==> src/rtl/msrv32_ahb_arbiter.sv <==
// Shares one AHB-Lite master port between the msrv32 fetch and load/store requesters.
// Single transfers only; completion is signalled to the owner in the final data-phase cycle.
module msrv32_ahb_arbiter #(
    parameter bit          RR_EN   = 1'b1,
    parameter int unsigned TIMEOUT = 256
) (
    input  logic        ms_riscv32_mp_clk_in,
    input  logic        ms_riscv32_mp_rst_in,
    input  logic        i_req_in,
    input  logic [31:0] i_addr_in,
    output logic        i_ack_out,
    output logic [31:0] i_rdata_out,
    output logic        i_err_out,
    input  logic        d_req_in,
    input  logic [31:0] d_addr_in,
    input  logic        d_wr_in,
    input  logic [31:0] d_wdata_in,
    input  logic [3:0]  d_mask_in,
    output logic        d_ack_out,
    output logic [31:0] d_rdata_out,
    output logic        d_err_out,
    output logic [31:0] haddr_out,
    output logic [1:0]  htrans_out,
    output logic        hwrite_out,
    output logic [2:0]  hsize_out,
    output logic [31:0] hwdata_out,
    output logic [3:0]  hwstrb_out,
    input  logic [31:0] hrdata_in,
    input  logic        hready_in,
    input  logic        hresp_in
);

    localparam int unsigned WD_W = (TIMEOUT > 1) ? $clog2(TIMEOUT + 1) : 1;
    localparam logic [1:0]  HTRANS_IDLE   = 2'b00;
    localparam logic [1:0]  HTRANS_NONSEQ = 2'b10;
    localparam logic        OWN_I         = 1'b0;
    localparam logic        OWN_D         = 1'b1;

    typedef enum logic [1:0] {
        S_IDLE,
        S_ADDR,
        S_DATA
    } state_t;

    state_t          state;
    logic            owner;
    logic            last_owner;
    logic [WD_W-1:0] wd_cnt;
    logic            grant_d;
    logic            wd_expire;
    logic            xfer_done;
    logic            xfer_err;

    // Data wins a tie unless round-robin says instruction is due.
    assign grant_d = d_req_in & (~i_req_in | (RR_EN == 1'b0) | (last_owner == OWN_I));

    // Expiry fires on the TIMEOUT-th consecutive wait cycle of a transfer.
    assign wd_expire = (TIMEOUT != 0) && (state != S_IDLE) && !hready_in
                       && (wd_cnt == WD_W'(TIMEOUT - 1));

    assign xfer_done = ((state == S_DATA) && hready_in) || wd_expire;
    assign xfer_err  = ((state == S_DATA) && hready_in && hresp_in) || wd_expire;

    assign i_ack_out   = xfer_done && (owner == OWN_I);
    assign d_ack_out   = xfer_done && (owner == OWN_D);
    assign i_err_out   = xfer_err && (owner == OWN_I);
    assign d_err_out   = xfer_err && (owner == OWN_D);
    assign i_rdata_out = i_ack_out ? hrdata_in : 32'h0;
    assign d_rdata_out = d_ack_out ? hrdata_in : 32'h0;
    assign hsize_out   = 3'b010;

    always_ff @(posedge ms_riscv32_mp_clk_in) begin
        if (!ms_riscv32_mp_rst_in) begin
            state      <= S_IDLE;
            owner      <= OWN_I;
            last_owner <= OWN_I;
            htrans_out <= HTRANS_IDLE;
            haddr_out  <= 32'h0;
            hwrite_out <= 1'b0;
            hwstrb_out <= 4'h0;
            hwdata_out <= 32'h0;
            wd_cnt     <= '0;
        end else begin
            case (state)
                S_IDLE: begin
                    wd_cnt <= '0;
                    if (i_req_in || d_req_in) begin
                        state      <= S_ADDR;
                        owner      <= grant_d;
                        last_owner <= grant_d;
                        htrans_out <= HTRANS_NONSEQ;
                        haddr_out  <= grant_d ? d_addr_in : i_addr_in;
                        hwrite_out <= grant_d & d_wr_in;
                        hwstrb_out <= (grant_d && d_wr_in) ? d_mask_in : 4'hF;
                        hwdata_out <= grant_d ? d_wdata_in : 32'h0;
                    end
                end
                S_ADDR: begin
                    if (wd_expire) begin
                        state      <= S_IDLE;
                        htrans_out <= HTRANS_IDLE;
                        wd_cnt     <= '0;
                    end else if (hready_in) begin
                        state      <= S_DATA;
                        htrans_out <= HTRANS_IDLE;
                        wd_cnt     <= '0;
                    end else if (TIMEOUT != 0) begin
                        wd_cnt <= wd_cnt + WD_W'(1);
                    end
                end
                S_DATA: begin
                    if (hready_in || wd_expire) begin
                        state  <= S_IDLE;
                        wd_cnt <= '0;
                    end else if (TIMEOUT != 0) begin
                        wd_cnt <= wd_cnt + WD_W'(1);
                    end
                end
                default: begin
                    state      <= S_IDLE;
                    htrans_out <= HTRANS_IDLE;
                end
            endcase
        end
    end

endmodule

==> config.mk <==
export PLATFORM = sky130hd
export DESIGN_NAME = msrv32_ahb_arbiter
export DESIGN_NICKNAME = d
export VERILOG_FILES = /design/src/rtl/msrv32_ahb_arbiter.sv
export SDC_FILE = /design/constraint.sdc
export NUM_CORES = 1
export LEC_CHECK = 0
export CORE_MARGIN = 5
export CORE_UTILIZATION = 38
export DETAILED_ROUTE_END_ITERATION = 7
export PLACE_DENSITY = 0.95
export SYNTH_ARGS = -nofsm -noshare
export SYNTH_HDL_FRONTEND = slang
export SYNTH_SLANG_ARGS = --single-unit
==> constraint.sdc <==
create_clock -name ms_riscv32_mp_clk_in -period 4.51 [get_ports ms_riscv32_mp_clk_in]
set_input_delay 0.902 -clock ms_riscv32_mp_clk_in [delete_from_list [all_inputs] [get_ports ms_riscv32_mp_clk_in]]
set_output_delay 0.902 -clock ms_riscv32_mp_clk_in [all_outputs]
set_load 0.01 [all_outputs]
==> results of run 1 <==
## power by group
group	switching [W]	total [W]	internal (W)
logic	0.000339	0.000738	0.000398
registers	0.0000569	0.000880	0.000823
clock network	0.000259	0.000564	0.000306
## path summary, 6_finish.rpt
check / startpoint / to / slack [ps] / cells past startpoint
max: hready_in / d_rdata_out[29] / 650 / 7
min: htrans_out[1] / htrans_out[1] / 490 / 1
max reg2reg: state[0] / haddr_out[2] / 2160 / 6
min reg2reg: htrans_out[1] / htrans_out[1] / 490 / 1
## cells in the final DEF (no fill, tap or decap), drive strengths merged, types with 2 or more instances in the layout
cell and n:
a21oi 35, xnor2 3, nor2 19, clkbuf 9, nand3b 2, ha 6
dfxtp 82, buf 5, inv 3, nor3 9, o21ai 40, mux2i 33
a22oi 33, clkinv 3, nand3 5, nand2 9, a21boi 4, nand4b 2
bufinv 2, nor2b 38, conb 4, clkdlybuf4s50 275, and2 67, nand4 2
## metrics by stage
step	total power (W)	util [%]	instance area, sq um
2_1_floorplan	0.001227	-	3909
3_3_place_gp	0.001606	65.74	6695
3_5_place_dp	0.001633	65.74	6695
4_1_cts	0.002208	67.76	6902
5_1_grt	0.002302	67.76	6902
6_report	0.002182	67.76	6902
## area by class of cell
cell class                 count  area share [%]
inverter                       3          0.1632
tap                          136           2.466
clock buffer                   9           1.795
sequential                    82           23.79
multi-input combinational    317           30.20
clock inverter                 6           1.197
timing repair buffer         280           40.39
## routing by layer
metal	share of wire [%]	GRT usage, %	up-vias
li1	-	-	2014
met1	41	26.53	1858
met2	48	35.54	204
met3	10	9.989	19
met4	1.7	5.921	0
met5	0	0	-
## logic make-up after synthesis
kind of cell | share of synthesized area [%]
buffers and inverters | 5.452
and+or+nand+nor | 23.54
other | 0.1925
adders and majority gates | 1.924
AOI/OAI and AO/OA | 17.45
DFF | 42.08
xor gates and xnor gates | 0.8982
muxes | 8.467
## registers in the layout, indices dropped and copies added (netlist names)
name / count
haddr_out: 32
hwdata_out: 32
wd_cnt: 9
hwstrb_out: 4
state: 2
htrans_out: 1
hwrite_out: 1
last_owner: 1
==> reports/metrics.cfg, run 1 <==
[outcome]
status = complete, no violations

[finish]
antenna_cells = 0
ff_latch_area_sq_um = 1642
area_growth_pct = 76.91
stdcell_count = 833
drive_gt1_share_pct = 4.017
finalNetCount = 838
fill_cells = 751
multi_input_area_sq_um = 2085

[critical_path]
cp_cell_sequence = clkdlybuf4s50_1 > nor3b_2 > a21oi_1 > nor2b_2 > buf_4 > and2_1 > clkdlybuf4s50_1
end_kind = output pin
startpoint_type = input port
slowest_delay_ps = 560
crit_buf_inv = 3
crit_path_top_delay_cell = clkdlybuf4s50_1
critPathMostFrequentCell = clkdlybuf4s50_1
cpLargestDelayFamily = buffers and inverters
worstPathRequired_ps = 3610
crit_type = in -> out
arrival_ps = 2960
cp_max_fo = 34

[placed_design]
hpwl_microns = 11440
dp.cells = 818
gp_congestion = 0.9725
preCtsSetupSlack_ps = 677.7
numPortBuffers = 276

[routing]
viasPerCell = 4.916
drt_iter0_drc = 299
avgRoutedWirePerCell_microns = 17.34
postRouteAntennaNets = 0
vias = 4095
routed_wl_microns = 14440
drc = 0
dr.pass1.iters = 4

[timing]
setup_violations = 0
tightest_slew_ps = 1161
period_needed_ps = 3858
fmax_mhz = 259.2
timing.final.crit_share_pct = 85.55
layout_setup_ws_ps = 651.7
relSlewSlack_pct = 22.58
drv_slew = 0
rsz0062_at_grt = no
setup-tns-final_ps = 0
whs_ps = 488.0
hold_viol_final = 0
clock_skew_ps = 4.014

[logic_synthesis]
synth_top_area_share_pct = 42.08
ys_ff_latch = 82
yosys_warnings = 0
synth_top_flop_cell = dfxtp_1
synthArstFlopShare_pct = 0
netlist_area_sq_um = 3901
yosys.cell_count.top_type = dfxtp_1
ys_seq_area_share_pct = 42.08
synthTopCellsByArea = dfxtp_1 42%, and2_1 11%, mux2i_1 8.5%
synth_edf_count = 0
avgSynthCellArea_sq_um = 8.887
yosys.area.top_type = dfxtp_1
synth_cell_types = 33
synth_commonest_cells = 82 x dfxtp_1, 67 x and2_1, 37 x nor2b_1, 37 x o21ai_0, 35 x a21oi_1
postSynthCellCount = 439

[clock_tree]
clk_path_buf_depth = 2
numCtsBuffers = 9
insertion_delay_ps = 340
root_buffer = clkbuf_8
cts_setup_buffers = 0
hold_buffers = 0
cts_resized = 0
cts.clk_slew.worst_paths_ps = 80
clock_sinks = 82
cts_tree = done
htree_levels = 3

[pwr]
leakagePower_nw = 2.579
vdd_drop_max_uv = 220.3
cellPowerDensity_nw_per_um2 = 316.2

[die]
die-area_sq_um = 12390
ioPinCount = 281
die_w_microns = 111.3
start_util_pct = 38.30
rows = 37
core_area_sq_um = 10180
dieHeight_microns = 111.3

[global_routing]
track_usage_pct = 21.97
grt_start_max_net_pins = 83
grt-ovfl-total = 0
grt_antenna_before_repair = 0
grt_pass1_vias = 3995
grt_pass1_wl_microns = 22050

[run]
drv_cap = 0

[min_path]
hp-class = reg -> reg

Note: power is estimated with default switching activity, not from simulation.
==> run 2: changes to the inputs <==
--- a/config.mk
+++ b/config.mk
@@ -7,8 +7,10 @@
 export LEC_CHECK = 0
 export CORE_MARGIN = 5
 export CORE_UTILIZATION = 38
+export CTS_CLUSTER_SIZE = 24
 export DETAILED_ROUTE_END_ITERATION = 7
 export PLACE_DENSITY = 0.95
 export SYNTH_ARGS = -nofsm -noshare
 export SYNTH_HDL_FRONTEND = slang
 export SYNTH_SLANG_ARGS = --single-unit
+export TNS_END_PERCENT = 50
==> results of run 2 <==
The final DEF is identical to that of run 1; final timing and power are the same.
